**config.mk**
```make
export PLATFORM = sky130hd
export DESIGN_NAME = line_sel_valid_flat
export DESIGN_NICKNAME = d
export VERILOG_FILES = /design/src/rtl/cache_pkg.sv /design/src/rtl/line_sel_valid_if.sv /design/src/rtl/onehot_dec.sv /design/src/rtl/line_sel_valid.sv /design/src/flat_wrapper.sv
export SDC_FILE = /design/constraint.sdc
export NUM_CORES = 1
export LEC_CHECK = 0
export ABC_AREA = 1
export BUFFER_PORTS_ARGS = -buffer_cell sky130_fd_sc_hd__buf_2
export CORE_AREA = 10 10 160 162
export CTS_CLUSTER_SIZE = 10
export DETAILED_ROUTE_END_ITERATION = 10
export DIE_AREA = 0 0 170 172
export PLACE_DENSITY = 0.81
export SLEW_MARGIN = 40
export SYNTH_ARGS = -nofsm -noshare
export SYNTH_HDL_FRONTEND = slang
export SYNTH_SLANG_ARGS = --single-unit
```
**constraint.sdc**
```tcl
create_clock -name clk -period 2 [get_ports clk]
set_input_delay 0.4 -clock clk [delete_from_list [all_inputs] [get_ports clk]]
set_output_delay 0.4 -clock clk [all_outputs]
set_load 0.1 [all_outputs]
```
**src/rtl/cache_pkg.sv**
```systemverilog
// Shared cache-side definitions: default index geometry and the flush-sweep state encoding.
package cache_pkg;

  localparam int DEF_IDX_W = 7;
  localparam int DEF_LINES = 2 ** DEF_IDX_W;

  typedef enum logic {
    IDLE  = 1'b0,
    FLUSH = 1'b1
  } flush_state_t;

endpackage

```
**src/rtl/line_sel_valid_if.sv**
```systemverilog
// Controller <-> line-select/valid-array bundle; the controller is master, line_sel_valid is slave.
interface line_sel_valid_if
  import cache_pkg::*;
#(
  parameter int IDX_W = DEF_IDX_W
);
  localparam int LINES = 2 ** IDX_W;

  logic             en;
  logic [IDX_W-1:0] idx;
  logic             fill;
  logic             inval;
  logic             flush_req;
  logic [LINES-1:0] sel_onehot;
  logic             sel_vld;
  logic             hit;
  logic             busy;
  logic             flush_done;
  logic [LINES-1:0] valid_vec;

  modport master (
    output en, idx, fill, inval, flush_req,
    input  sel_onehot, sel_vld, hit, busy, flush_done, valid_vec
  );

  modport slave (
    input  en, idx, fill, inval, flush_req,
    output sel_onehot, sel_vld, hit, busy, flush_done, valid_vec
  );

endinterface

```
**src/rtl/onehot_dec.sv**
```systemverilog
// Combinational IDX_W -> 2**IDX_W one-hot decoder with enable; output is all zero when en=0.
module onehot_dec #(
  parameter int IDX_W = 7
) (
  input  logic                en,
  input  logic [IDX_W-1:0]    idx,
  output logic [2**IDX_W-1:0] onehot
);

  // NOTE: every always_comb output gets a default first so no path leaves it unassigned (no latch).
  always_comb begin
    onehot      = '0;
    onehot[idx] = en;
  end

endmodule

```
**src/rtl/line_sel_valid.sv**
```systemverilog
// Registered line select plus per-line valid array with fill/inval and a chunked flush sweep.
// Optional LINE_SEL_ONEHOT_CHK_EN adds a sticky sel_err output checking sel_onehot integrity.
module line_sel_valid
  import cache_pkg::*;
#(
  parameter int IDX_W         = DEF_IDX_W,
  parameter int FLUSH_PER_CYC = 16
) (
  input  logic             clk,
  input  logic             rst_n,
  line_sel_valid_if.slave  bus
`ifdef LINE_SEL_ONEHOT_CHK_EN
  ,
  output logic             sel_err
`endif
);

  localparam int LINES  = 2 ** IDX_W;
  localparam int NCHUNK = LINES / FLUSH_PER_CYC;
  localparam int FPTR_W = (NCHUNK > 1) ? $clog2(NCHUNK) : 1;
  localparam logic [FPTR_W-1:0] FPTR_LAST = FPTR_W'(NCHUNK - 1);

  flush_state_t      state_q, state_d;
  logic [FPTR_W-1:0] fptr_q, fptr_d;
  logic [LINES-1:0]  valid_q, valid_d;
  logic [LINES-1:0]  idx_oh;
  logic [LINES-1:0]  chunk_mask;
  logic [LINES-1:0]  sel_onehot_q;
  logic              sel_vld_q, hit_q, done_q;
  logic              lookup, done_d;

  // One decode serves both the lookup select and the fill/inval write enable.
  onehot_dec #(.IDX_W(IDX_W)) u_dec (
    .en     (state_q == IDLE),
    .idx    (bus.idx),
    .onehot (idx_oh)
  );

  always_comb begin
    chunk_mask = '0;
    for (int i = 0; i < LINES; i++) begin
      if ((i / FLUSH_PER_CYC) == int'(fptr_q)) chunk_mask[i] = 1'b1;
    end
  end

  always_comb begin
    state_d = state_q;
    fptr_d  = fptr_q;
    valid_d = valid_q;
    lookup  = 1'b0;
    done_d  = 1'b0;
    case (state_q)
      IDLE: begin
        // A flush request swallows any same-cycle lookup or write.
        if (bus.flush_req) begin
          state_d = FLUSH;
          fptr_d  = '0;
        end else begin
          lookup = bus.en;
          if (bus.inval)     valid_d = valid_q & ~idx_oh;
          else if (bus.fill) valid_d = valid_q | idx_oh;
        end
      end
      FLUSH: begin
        valid_d = valid_q & ~chunk_mask;
        fptr_d  = fptr_q + FPTR_W'(1);
        if (fptr_q == FPTR_LAST) begin
          state_d = IDLE;
          done_d  = 1'b1;
        end
      end
      default: state_d = IDLE;
    endcase
  end

  // NOTE: the valid array is a flop vector, not RAM, so it is reset with the rest of the state.
  always_ff @(posedge clk or negedge rst_n) begin
    if (!rst_n) begin
      state_q      <= IDLE;
      fptr_q       <= '0;
      valid_q      <= '0;
      sel_onehot_q <= '0;
      sel_vld_q    <= 1'b0;
      hit_q        <= 1'b0;
      done_q       <= 1'b0;
    end else begin
      // NOTE: non-blocking assignments so every flop samples pre-edge values.
      state_q      <= state_d;
      fptr_q       <= fptr_d;
      valid_q      <= valid_d;
      sel_onehot_q <= lookup ? idx_oh : '0;
      sel_vld_q    <= lookup;
      hit_q        <= lookup && |(valid_q & idx_oh);
      done_q       <= done_d;
    end
  end

  assign bus.sel_onehot = sel_onehot_q;
  assign bus.sel_vld    = sel_vld_q;
  assign bus.hit        = hit_q;
  assign bus.busy       = (state_q == FLUSH);
  assign bus.flush_done = done_q;
  assign bus.valid_vec  = valid_q;

`ifdef LINE_SEL_ONEHOT_CHK_EN
  logic sel_bad;
  assign sel_bad = ((sel_onehot_q & (sel_onehot_q - LINES'(1))) != '0) ||
                   (!sel_vld_q && (sel_onehot_q != '0));

  always_ff @(posedge clk or negedge rst_n) begin
    if (!rst_n) sel_err <= 1'b0;
    else        sel_err <= sel_err | sel_bad;
  end
`endif

endmodule
```
**src/flat_wrapper.sv**
```systemverilog
// flat-port wrapper written by rule: the top's interface ports become plain ports
module line_sel_valid_flat import cache_pkg::*;
#(
  parameter int IDX_W         = DEF_IDX_W,
  parameter int FLUSH_PER_CYC = 16
)
  (clk, rst_n, bus_en, bus_idx, bus_fill, bus_inval, bus_flush_req, bus_sel_onehot, bus_sel_vld, bus_hit, bus_busy, bus_flush_done, bus_valid_vec);
  line_sel_valid_if #(.IDX_W(IDX_W)) bus_i ();
  input  logic clk;
  input  logic rst_n;
  input wire logic [$bits(bus_i.en)-1:0] bus_en;
  input wire logic [$bits(bus_i.idx)-1:0] bus_idx;
  input wire logic [$bits(bus_i.fill)-1:0] bus_fill;
  input wire logic [$bits(bus_i.inval)-1:0] bus_inval;
  input wire logic [$bits(bus_i.flush_req)-1:0] bus_flush_req;
  output wire logic [$bits(bus_i.sel_onehot)-1:0] bus_sel_onehot;
  output wire logic [$bits(bus_i.sel_vld)-1:0] bus_sel_vld;
  output wire logic [$bits(bus_i.hit)-1:0] bus_hit;
  output wire logic [$bits(bus_i.busy)-1:0] bus_busy;
  output wire logic [$bits(bus_i.flush_done)-1:0] bus_flush_done;
  output wire logic [$bits(bus_i.valid_vec)-1:0] bus_valid_vec;
  assign bus_i.en = bus_en;
  assign bus_i.idx = bus_idx;
  assign bus_i.fill = bus_fill;
  assign bus_i.inval = bus_inval;
  assign bus_i.flush_req = bus_flush_req;
  assign bus_sel_onehot = bus_i.sel_onehot;
  assign bus_sel_vld = bus_i.sel_vld;
  assign bus_hit = bus_i.hit;
  assign bus_busy = bus_i.busy;
  assign bus_flush_done = bus_i.flush_done;
  assign bus_valid_vec = bus_i.valid_vec;
  line_sel_valid #(.IDX_W(IDX_W), .FLUSH_PER_CYC(FLUSH_PER_CYC)) u_core (.clk(clk), .rst_n(rst_n), .bus(bus_i));
endmodule
```
# After elaboration in Yosys (flattened, before gate mapping)

Cells that the tools add are included.

Flip-flop bits (word level): 263
Logic and storage cells: 58
Output and inout port bits: 260
Input port bits: 13

Equality and inequality tests: 11
Reductions and logical operators: 5
Mux-type cells: 24
Magnitude comparators: 2
Bitwise logic cells: 8
$add $sub $neg: 1

Operators by type and width:

| kind                  | number |
|---|---|
| $and A128 B128 Y128   | 4 |
| $mux W128             | 4 |
| $not A128 Y128        | 2 |
| $pmux W128 S2         | 1 |
| $or A128 B128 Y128    | 1 |
| $reduce_or A128 Y1    | 1 |
| $mux W1               | 15 |
| $eq A3 B3 Y1 const A  | 4 |
| $lt A7 B8 Y1 const B  | 1 |
| $demux W1 S7          | 1 |
| $ge A7 B1 Y1 const B  | 1 |
| $eq A2 B3 Y1 const A  | 2 |
| $pmux W3 S2           | 1 |
| $ne A2 B2 Y1 const B  | 2 |
| $add A3 B1 Y3 const B | 1 |
| $eq A1 B3 Y1 const A  | 1 |
| $eq A3 B3 Y1 const B  | 1 |
| $logic_not A3 Y1      | 1 |
| $mux W3               | 1 |
| $ne A3 B3 Y1 const B  | 1 |
| $logic_and A1 B1 Y1   | 2 |
| $pmux W1 S2           | 1 |
| $reduce_and A2 Y1     | 1 |
| $not A1 Y1            | 1 |

# Depth between registers and ports, before layout

Gate-level depths: netlist of the first run.

Depth in word-level cells: 10
Gate-level depth with buffers: 13
Mapped depth without buffers: 13

# By module

Synthesis of the first run repeated with hierarchy kept, for this count alone.

Cells, all modules: 1646
Area total of the unflattened synthesis: 12355.6 um^2

By module, submodules not included:

| module         | times used | area each (um^2) | seq. area each (um^2) | cells each |
|---|---|---|---|---|
| line_sel_valid | 1          | 11558.6          | 6581.3                | 1453 |
| onehot_dec     | 1          | 797.0            | 0.0                   | 193 |

# Worst setup path before layout of the first run

Ideal clock, no wire load.

Path kind: reg-to-reg
Start point: register u_core.state_q, in the netlist u_core.bus.busy
End point: register u_core.hit_q, in the netlist u_core.bus.hit
Period minus slack after synthesis: 2.319 ns
Path buffers: 1
Cell stages (with the launch flop): 13
Library setup time: 0.136 ns
Path slack: -0.319 ns
Required time: 1.864 ns
Data arrival time: 2.182 ns
Cell sequence: dfrtp_1 -> inv_1 -> nand3_2 -> buf_2 -> inv_1 -> nand3_1 -> nand2_1 -> nor2_1 -> nand2_1 -> nor2_1 -> nand2_1 -> nor2_1 -> a21oi_1

Word-level cells in the longest chain between the ends: 5
Elaborated cells between the ends (all ways): 6
Those cells by class: 1 x mux; 3 x bitwise; 2 x reduce/logical

RTL lines:

| element                              | line                 | text |
|---|---|---|
| start, declared                      | line_sel_valid.sv:23 | `flush_state_t state_q, state_d;` |
| start signal, assigned               | line_sel_valid.sv:88 | `state_q <= state_d;` |
| $not A1 Y1                           | line_sel_valid.sv:34 | `.en (state_q == IDLE),` |
| $and A128 B128 Y128 (no source line) | -                    |  |
| $and A128 B128 Y128                  | line_sel_valid.sv:93 | `hit_q <= lookup && \|(valid_q & idx_oh);` |
| $reduce_or A128 Y1                   | line_sel_valid.sv:93 |  |
| $logic_and A1 B1 Y1 (*)              | line_sel_valid.sv:93 |  |
| end signal, assigned                 | line_sel_valid.sv:93 |  |
| end, declared                        | line_sel_valid.sv:29 | `logic sel_vld_q, hit_q, done_q;` |

Mark *: on every way between the ends. The rest lies on a longest branch, timed or not.
A chain may end at the register's enable or synchronous reset.

# Worst setup path in the final report of the first run

Ends and elaborated chain as after synthesis.

==> tab_implementation.tex, run 1 <==
\begin{tabular}{lr}
\hline
Metric & Value \\
\hline
\multicolumn{2}{l}{\textbf{Synthesis}} \\
\quad Most repeated cell in the gate-level netlist after synthesis & sky130\_fd\_sc\_hd\_\_nor2\_1 \\
\quad Total of warnings raised by yosys & 0 \\
\quad Yosys top cell area share & 56.1\% \\
\quad FF+latch count, synth & roughly 260 \\
\quad Async set-or-reset flop fraction in the synthesized netlist & 100\% \\
\quad Net count of the mapped netlist & 1487 \\
\quad Number of flops mapped to enable cells by yosys & 0 \\
\quad Leading area contributor after synthesis & sky130\_fd\_sc\_hd\_\_dfrtp\_1 \\
\quad Post-synthesis sequential area ratio & 56.1\% \\
\quad Leading cell types by count after synthesis & sky130\_fd\_sc\_hd\_\_nor2\_1, sky130\_fd\_sc\_hd\_\_dfrtp\_1, sky130\_fd\_sc\_hd\_\_o21ai\_0 \\
\quad Synth Flop Type & sky130\_fd\_sc\_hd\_\_dfrtp\_1 \\
\quad Dominant cells by area after synthesis & sky130\_fd\_sc\_hd\_\_dfrtp\_1, sky130\_fd\_sc\_hd\_\_nor2\_1, sky130\_fd\_sc\_hd\_\_o21ai\_0, sky130\_fd\_sc\_hd\_\_nand2\_1, sky130\_fd\_sc\_hd\_\_inv\_1 \\
\quad Combined area of all synthesized cells & 11700 um\^{}2 \\
\quad Gate count after technology mapping & about 1500 \\
\quad Mean Syn Cell Area & 8.00 um\^{}2 \\
\quad Count of distinct cell types in the synthesized netlist & 26 \\
\multicolumn{2}{l}{\textbf{Clocking}} \\
\quad CTS tree & yes \\
\quad TritonCTS Buffers & 30 \\
\quad Clock buffer depth & 3 \\
\quad Buffer cell driving the clock tree root & sky130\_fd\_sc\_hd\_\_clkbuf\_16 \\
\quad Sink Count & 263 \\
\quad CTS H-tree depth & 1 \\
\quad Worst-path clk slew & 0.07 ns \\
\quad Clock latency reported for the late side of the worst-skew pair & about 0.55 ns \\
\multicolumn{2}{l}{\textbf{Floorplan}} \\
\quad Die area & 29200 um\^{}2 \\
\quad Initial core utilization & between 50\% and 60\% \\
\quad Core area & 22400 um\^{}2 \\
\quad Die Wd & approximately 170 um \\
\quad Std cell rows & between 50 and 60 \\
\quad Die Height & 172 um \\
\quad I/O pin count & $\sim$270 \\
\multicolumn{2}{l}{\textbf{Timing}} \\
\quad Worst hold slack & 0.243 ns \\
\quad \# setup viols final & 0 \\
\quad Final Hold Fails & 0 \\
\quad Clock period minus final worst setup slack & 2.00 ns \\
\quad Clock tree skew after final layout & 0.0148 ns \\
\quad Max\_slew headroom & 48.4\% \\
\quad Setup repair after global routing missed its margin & true \\
\quad Measured slew at the worst slew-check pin & 0.774 ns \\
\quad Crit path setup slack, layout & 0.00386 ns \\
\quad Max Clk Rate & 501 MHz \\
\quad Crit share post-route & 99.8\% \\
\quad Final-report max-slew violation count & 0 \\
\multicolumn{2}{l}{\textbf{Power and ir drop}} \\
\quad Clock power share & 33.7\% \\
\quad IR Drop Worst-Case VDD & 0.000665 V \\
\quad Switching part of the total & about 35\% \\
\quad Total leakage power & 7.93 nW \\
\quad PD cells & 931 nW/um\^{}2 \\
\quad Internal Power & 9.21 mW \\
\quad Combinational share of power & 26.6\% \\
\quad Flop pwr share & 39.6\% \\
\quad Reported net switching power & 4.87 mW \\
\multicolumn{2}{l}{\textbf{Setup path}} \\
\quad Kind of end point of the critical path & register \\
\quad Cell at the slowest stage of the critical path & sky130\_fd\_sc\_hd\_\_dfrtp\_4 \\
\quad Data required, critical path & roughly 2.5 ns \\
\quad Kind of cell adding the most delay to the critical path & simple AND/OR/NAND/NOR gates \\
\quad Stage delay of the slowest cell on the critical path & 0.53 ns \\
\quad Slack of the worst reg-to-reg path & 0.004 ns \\
\quad Number of buffer and inverter stages on the critical path & 2 \\
\quad Arr. time, crit path & 2.46 ns \\
\quad CP Capture Point & u\_core.bus.hit\$\_DFF\_PN0\_ \\
\quad R2R Path Start & u\_core.bus.busy\$\_DFF\_PN0\_ \\
\quad Capture point of the worst reg-to-reg path & u\_core.bus.hit\$\_DFF\_PN0\_ \\
\quad Number of cells on the critical path & 12 \\
\quad Startpoint Class & register \\
\quad Largest driver fanout on the critical path & 11 \\
\quad Beginning of the critical path & u\_core.bus.busy\$\_DFF\_PN0\_ \\
\quad CP cell instances & inv\_1 -> nand3\_2 -> buf\_12 -> nor2\_1 -> nand2\_1 -> nand2\_1 -> nor2\_1 -> nand2\_1 -> nor2\_1 -> nand2\_1 -> nor2\_1 -> a21oi\_1 \\
\quad Category of the most critical setup path & reg2reg \\
\quad Worst-case reg-to-reg path depth & 12 \\
\multicolumn{2}{l}{\textbf{Place}} \\
\quad Count of input and output buffers & 272 \\
\quad Post-Place Cell Area & 14200 um\^{}2 \\
\quad Routability congestion estimate from global placement & 0.937 \\
\quad Estimated wirelength of the detail-placed design & 31800 um \\
\quad Placement Setup Slack & -0.0821 ns \\
\multicolumn{2}{l}{\textbf{Route}} \\
\quad Via/cell ratio & 5.58 \\
\quad Total iterations of the first detailed-routing run & 6 \\
\quad Remaining antenna violation count after routing & 0 \\
\quad Routed met1 length & 17400 um \\
\quad WL met3 & 4580 um \\
\quad Met2 WL post-DR & 20500 um \\
\quad Final wirelength & around 44000 um \\
\quad Violation count after the first detailed-route iteration & 1285 \\
\quad Topmost layer with routed signal wires & met4 \\
\quad Remaining DRCs & 0 \\
\quad Avg WL per Cell & 20.6 um \\
\quad Total via count in the routed design & 11791 \\
\multicolumn{2}{l}{\textbf{Layout}} \\
\quad Area of all sequential standard cells & about 6600 um\^{}2 \\
\quad Multi-input gate area in the final layout & 4310 um\^{}2 \\
\quad Area added between synthesis and finish & 28.9\% \\
\quad Final cell area excluding filler cells & 15100 um\^{}2 \\
\quad Number of nets in the layout & 1843 \\
\quad Utilization of the core after routing & 67.7\% \\
\quad Filler Cells Inserted & 1783 \\
\quad Fraction of final layout cells with drive strength greater than 1 & roughly 24\% \\
\multicolumn{2}{l}{\textbf{Global routing}} \\
\quad Pin count of the biggest net entering global routing & 75 \\
\quad Vias in the first global route & 11814 \\
\quad First-pass GRT wire length & 66900 um \\
\quad Aggregate global-route resource usage & just under 30\% \\
\quad Initial antenna violation count & 2 \\
\quad Leftover overflow at the end of global routing & 0 \\
\multicolumn{2}{l}{\textbf{Hold path}} \\
\quad Type of the most critical hold path & in2reg \\
\multicolumn{2}{l}{\textbf{Run status}} \\
\quad Outcome & complete, no violations \\
\multicolumn{2}{l}{\textbf{Job}} \\
\quad Max-cap violation count & 0 \\
\hline
\end{tabular}
cell families after synthesis:
group,synth area share (%)
AOI/OAI and AO/OA,11.6
DFF,56.1
adders and majority gates,0.640
and+or+nand+nor,24.1
buffers and inverters,7.59
worst min-delay path by stage:
stage	from	depth (start not counted)	slack, ns	endpoint
2_1_floorplan	rst_n	0	0.10	async pin
3_3_place_gp	rst_n	1	0.36	u_core.bus.sel_onehot[60]$_DFF_PN0_
3_5_place_dp	rst_n	1	0.35	u_core.bus.sel_onehot[63]$_DFF_PN0_
4_1_cts	bus_flush_req	4	0.21	u_core.fptr_q[2]$_DFFE_PN0P_
5_1_grt	bus_flush_req	4	0.26	u_core.fptr_q[2]$_DFFE_PN0P_
6_report	bus_flush_req	4	0.24	u_core.fptr_q[2]$_DFFE_PN0P_
layout make-up:
cell class                      instances  area share (%)
Clock inverter                          1          0.0331
Antenna cell                            2          0.0331
Inverter                              160            3.99
Multi-Input combinational cell        980            28.5
Tap cell                              285            2.36
Timing Repair Buffer                  389            16.3
Clock buffer                           34            5.27
Sequential cell                       263            43.5
tightest hold or removal path: cells and delay by family:
kind,cells,cell delay [ns]
buffers and inverters,2,0.20
and+or+nand+nor,1,0.06
AOI/OAI and AO/OA,1,0.08
cells in the final DEF (no fill, tap or decap), types with 2 or more instances in the layout:
master	n
sky130_fd_sc_hd__a21oi_1	3
sky130_fd_sc_hd__o211ai_1	7
sky130_fd_sc_hd__buf_4	99
sky130_fd_sc_hd__buf_12	14
sky130_fd_sc_hd__inv_2	4
sky130_fd_sc_hd__a31oi_1	3
sky130_fd_sc_hd__nor2_4	3
sky130_fd_sc_hd__o21ai_0	237
sky130_fd_sc_hd__nand3_2	2
sky130_fd_sc_hd__dfrtp_1	262
sky130_fd_sc_hd__clkbuf_1	2
sky130_fd_sc_hd__clkbuf_16	32
sky130_fd_sc_hd__nor2_1	390
sky130_fd_sc_hd__diode_2	2
sky130_fd_sc_hd__o21ai_1	14
sky130_fd_sc_hd__ha_1	6
sky130_fd_sc_hd__buf_8	3
sky130_fd_sc_hd__nand2_1	199
sky130_fd_sc_hd__buf_2	270
sky130_fd_sc_hd__inv_1	154
sky130_fd_sc_hd__nand2_2	3
sky130_fd_sc_hd__nand3_1	100
sky130_fd_sc_hd__nor2_2	7
routing by layer:
layer	global-route usage, %	up-vias
met2	47.8	700
met3	6.48	96
met4	9.08	0
met1	37.9	5674
li1	-	5321
met5	0	-
power by group through the flow:
stage | clock network, mW | registers [mW] | logic (mW)
finish | 4.75 | 5.58 | 3.75
detailed placement | 0 | 5.67 | 3.57
CTS | 4.79 | 5.58 | 3.62
floorplan | 0 | 6.30 | 1.63
global route | 5.01 | 5.59 | 4.02
global placement | 0 | 5.66 | 3.52
metrics by stage:
| step | std cells | setup TNS, ns | power, mW |
|---|---|---|---|
| finish | 2114 | 0 | 14.1 |
| global route | 2114 | -1.05 | 14.6 |
| CTS | 2105 | 0 | 14.0 |
| detailed placement | 2069 | -0.0821 | 9.23 |
| global placement | 2069 | -0.262 | 9.19 |
| floorplan | 1468 | 0 | 7.93 |
what timing repair did:
action                     in CTS  in global routing
setup endpoints to repair       1                 56
gates cloned                    0                  1
pin swaps                       0                  1
resized for setup               2                 13
hold buffers                    1                  0
hold endpoints to repair       43                  0
buffers inserted                0                  6
Power figures use the tool's default switching activity.
==> run 2: changes to the inputs <==
==> constraint.sdc (replaced) <==
create_clock -name clk -period 2 [get_ports clk]
set_input_delay 0.3 -clock clk [delete_from_list [all_inputs] [get_ports clk]]
set_output_delay 0.3 -clock clk [all_outputs]
set_load 0.1 [all_outputs]
==> run 2 against run 1 <==
Net effect:
- via count down 1.3%
- sequential power about the same
- register-to-register slack better by 0.096 ns
- sequential cell count unchanged
- routed wire length up 1.2%
- critical endpoint is now bus_busy
- highest routed layer unchanged
==> tab_implementation.tex, run 2 (same netlist as run 1, synthesis figures left out) <==
\begin{tabular}{lr}
\hline
Metric & Value \\
\hline
\multicolumn{2}{l}{\textbf{Setup path}} \\
\quad Cell at the slowest stage of the critical path & sky130\_fd\_sc\_hd\_\_dfrtp\_4 \\
\quad Beginning of the critical path & u\_core.bus.busy\$\_DFF\_PN0\_ \\
\quad Data required, critical path & 1.70 ns (-0.76 ns) \\
\quad Kind of end point of the critical path & primary output \\
\quad R2R Path Start & u\_core.bus.busy\$\_DFF\_PN0\_ \\
\quad Startpoint Class & register \\
\quad Slack of the worst reg-to-reg path & 0.10 ns (+0.10 ns) \\
\quad Largest driver fanout on the critical path & 48 (+37) \\
\quad CP cell instances & buf\_8 -> buf\_6 \\
\quad Capture point of the worst reg-to-reg path & u\_core.bus.hit\$\_DFF\_PN0\_ \\
\quad Category of the most critical setup path & reg2out \\
\quad Arr. time, crit path & 1.65 ns (-0.81 ns) \\
\quad Stage delay of the slowest cell on the critical path & 0.48 ns (-0.05 ns) \\
\quad Worst-case reg-to-reg path depth & 11 (-1) \\
\multicolumn{2}{l}{\textbf{Clocking}} \\
\quad TritonCTS Buffers & 30 (unchanged) \\
\quad Clock latency reported for the late side of the worst-skew pair & 0.55 ns (about the same) \\
\quad CTS H-tree depth & 1 (unchanged) \\
\quad Number of post-CTS setup repair buffers & 0 (unchanged) \\
\quad Clock buffer depth & 3 (unchanged) \\
\quad CTS tree & yes \\
\quad Buffer cell driving the clock tree root & sky130\_fd\_sc\_hd\_\_clkbuf\_16 \\
\quad Sink Count & 263 (unchanged) \\
\quad Worst-path clk slew & 0.06 ns (about the same) \\
\multicolumn{2}{l}{\textbf{Route}} \\
\quad Via/cell ratio & 5.57 (-0.22\%) \\
\quad Total via count in the routed design & 11632 (-1.3\%) \\
\quad Violation count after the first detailed-route iteration & 1248 (-2.9\%) \\
\quad Final wirelength & 44200 um (+1.2\%) \\
\quad Remaining DRCs & 0 (unchanged) \\
\quad Remaining antenna violation count after routing & 0 (unchanged) \\
\quad Avg WL per Cell & 21.1 um (+2.4\%) \\
\quad Total iterations of the first detailed-routing run & 6 (unchanged) \\
\multicolumn{2}{l}{\textbf{Timing}} \\
\quad \# setup viols final & 0 (unchanged) \\
\quad Setup repair after global routing missed its margin & true \\
\quad Measured slew at the worst slew-check pin & 0.708 ns (-0.0659 ns) \\
\quad Worst hold slack & 0.118 ns (-0.125 ns) \\
\quad Crit share post-route & 97.4\% (-2.5 points) \\
\quad Max\_slew headroom & 52.8\% (+4.4 points) \\
\quad Total negative setup slack & 0 ns (unchanged) \\
\quad Max Clk Rate & 514 MHz (+2.5\%) \\
\quad Clock period minus final worst setup slack & 1.95 ns (-0.0490 ns) \\
\quad Final Hold Fails & 0 (unchanged) \\
\quad Final-report max-slew violation count & 0 (unchanged) \\
\quad Clock tree skew after final layout & 0.0135 ns (-0.00129 ns) \\
\multicolumn{2}{l}{\textbf{Floorplan}} \\
\quad Die Height & 172 um (unchanged) \\
\quad Initial core utilization & 52.5\% (unchanged) \\
\quad Die area & 29200 um\^{}2 (unchanged) \\
\quad Core area & 22400 um\^{}2 (unchanged) \\
\quad I/O pin count & 273 (unchanged) \\
\quad Std cell rows & 55 (unchanged) \\
\quad Die Wd & 170 um (unchanged) \\
\multicolumn{2}{l}{\textbf{Place}} \\
\quad Routability congestion estimate from global placement & 0.935 (-0.25\%) \\
\quad Count of input and output buffers & 272 (unchanged) \\
\quad Estimated wirelength of the detail-placed design & 31600 um (-0.43\%) \\
\quad Placed cells & 2052 (-0.82\%) \\
\quad Post-Place Cell Area & 14100 um\^{}2 (-0.56\%) \\
\multicolumn{2}{l}{\textbf{Global routing}} \\
\quad Vias in the first global route & 11679 (-1.1\%) \\
\quad Leftover overflow at the end of global routing & 0 (unchanged) \\
\quad Aggregate global-route resource usage & 29.9\% (+0.72 points) \\
\quad Pin count of the biggest net entering global routing & 92 (+23\%) \\
\quad First-pass GRT wire length & 68000 um (+1.7\%) \\
\quad Initial antenna violation count & 2 (unchanged) \\
\multicolumn{2}{l}{\textbf{Layout}} \\
\quad Fraction of final layout cells with drive strength greater than 1 & 23.9\% (-0.51 points) \\
\quad Final cell area excluding filler cells & 15000 um\^{}2 (-0.84\%) \\
\quad Number of nets in the layout & 1819 (-1.3\%) \\
\quad Non-Filler Instances & 2090 (-1.1\%) \\
\quad Commonest cells after routing, fill and taps aside & sky130\_fd\_sc\_hd\_\_nor2\_1, sky130\_fd\_sc\_hd\_\_buf\_2, sky130\_fd\_sc\_hd\_\_dfrtp\_1, sky130\_fd\_sc\_hd\_\_o21ai\_0, sky130\_fd\_sc\_hd\_\_nand2\_1 \\
\quad Most frequent standard cell in the layout excluding fill and tap cells & sky130\_fd\_sc\_hd\_\_nor2\_1 \\
\quad Area added between synthesis and finish & 27.9\% \\
\multicolumn{2}{l}{\textbf{Hold path}} \\
\quad Min-Delay Path Depth & 4 (unchanged) \\
\quad Worst min-delay path endpoint & u\_core.fptr\_q[1]\$\_DFFE\_PN0P\_ \\
\quad Type of the most critical hold path & in2reg \\
\quad Worst hold path startpoint & bus\_flush\_req \\
\multicolumn{2}{l}{\textbf{Power and ir drop}} \\
\quad Total leakage power & 7.83 nW (-1.3\%) \\
\quad PD cells & 939 nW/um\^{}2 (+0.92\%) \\
\quad IR Drop Worst-Case VDD & 0.000597 V (-10\%) \\
\multicolumn{2}{l}{\textbf{Run status}} \\
\quad Outcome & complete, no violations \\
\multicolumn{2}{l}{\textbf{Job}} \\
\quad Max-cap violation count & 0 (unchanged) \\
\hline
\end{tabular}
==> run 2: changes by cell type in the layout (fill, tap and decap cells not counted), moves of 2 or more <==
cell | previous run | this run
sky130_fd_sc_hd__nor2_1 | 390 | 383
sky130_fd_sc_hd__nor2_4 | 3 | 5
sky130_fd_sc_hd__buf_4 | 99 | 71
sky130_fd_sc_hd__nor2_2 | 7 | 12
sky130_fd_sc_hd__buf_6 | 1 | 4
sky130_fd_sc_hd__buf_12 | 14 | 17
==> run 2: layout make-up <==
class	count	area (um^2)
Antenna cell	2	5.00
Clock buffer	34	807
Clock inverter	1	5.00
Fill cell	1788	7360
Inverter	160	601
Multi-Input combinational cell	980	4340
Sequential cell	263	6590
Tap cell	285	357
Timing Repair Buffer	365	2310
==> run 2: worst max-delay path by stage <==
stage | endpoint | cells past startpoint | slack (ns)
CTS | register | 9 | 0.008
floorplan | u_core.bus.hit$_DFF_PN0_ | 12 | 0.04
finish | bus_busy | 2 | 0.05
global route | u_core.bus.hit$_DFF_PN0_ | 12 | -0.03
detailed placement | u_core.bus.hit$_DFF_PN0_ | 14 | -0.17
global placement | u_core.bus.hit$_DFF_PN0_ | 14 | -0.21
==> run 2: per-layer routing <==
layer	routed length [um]	GRT usage, %	up-vias
li1	-	-	5282
met3	4630	7.39	115
met4	1790	12.2	0
met5	0	0	-
met2	20100	46.7	719
met1	17700	39.1	5516
==> run 2: power by group <==
group	switching, mW	internal (mW)	leakage, nW
Sequential	0.126	5.46	3.66
Clock	2.02	2.78	0.401
Combinational	2.74	0.976	3.76
Total	4.88	9.21	7.83
==> run 2: timing repair <==
action,in CTS,in global routing
pin swaps,0,1
gates resized for setup,4,20
endpoints found under the hold margin,64,0
hold buffers,1,0
setup endpoints to repair,1,66
==> run 2: metrics by stage <==
stage,utilization (%),setup WS [ns],power [mW]
after detailed placement,63.1,-0.172,9.22
final,67.1,0.0529,14.1
after CTS,66.8,0.00760,14.0
after global routing,67.1,-0.0331,14.6
after global placement,63.0,-0.210,9.17
after floorplan,-,0.0383,7.93
==> run 2: critical path: cells and delay by family, from the launching register on <==
family   cells  cell delay (ns)
buf+inv      2             0.60
flops        1             0.48
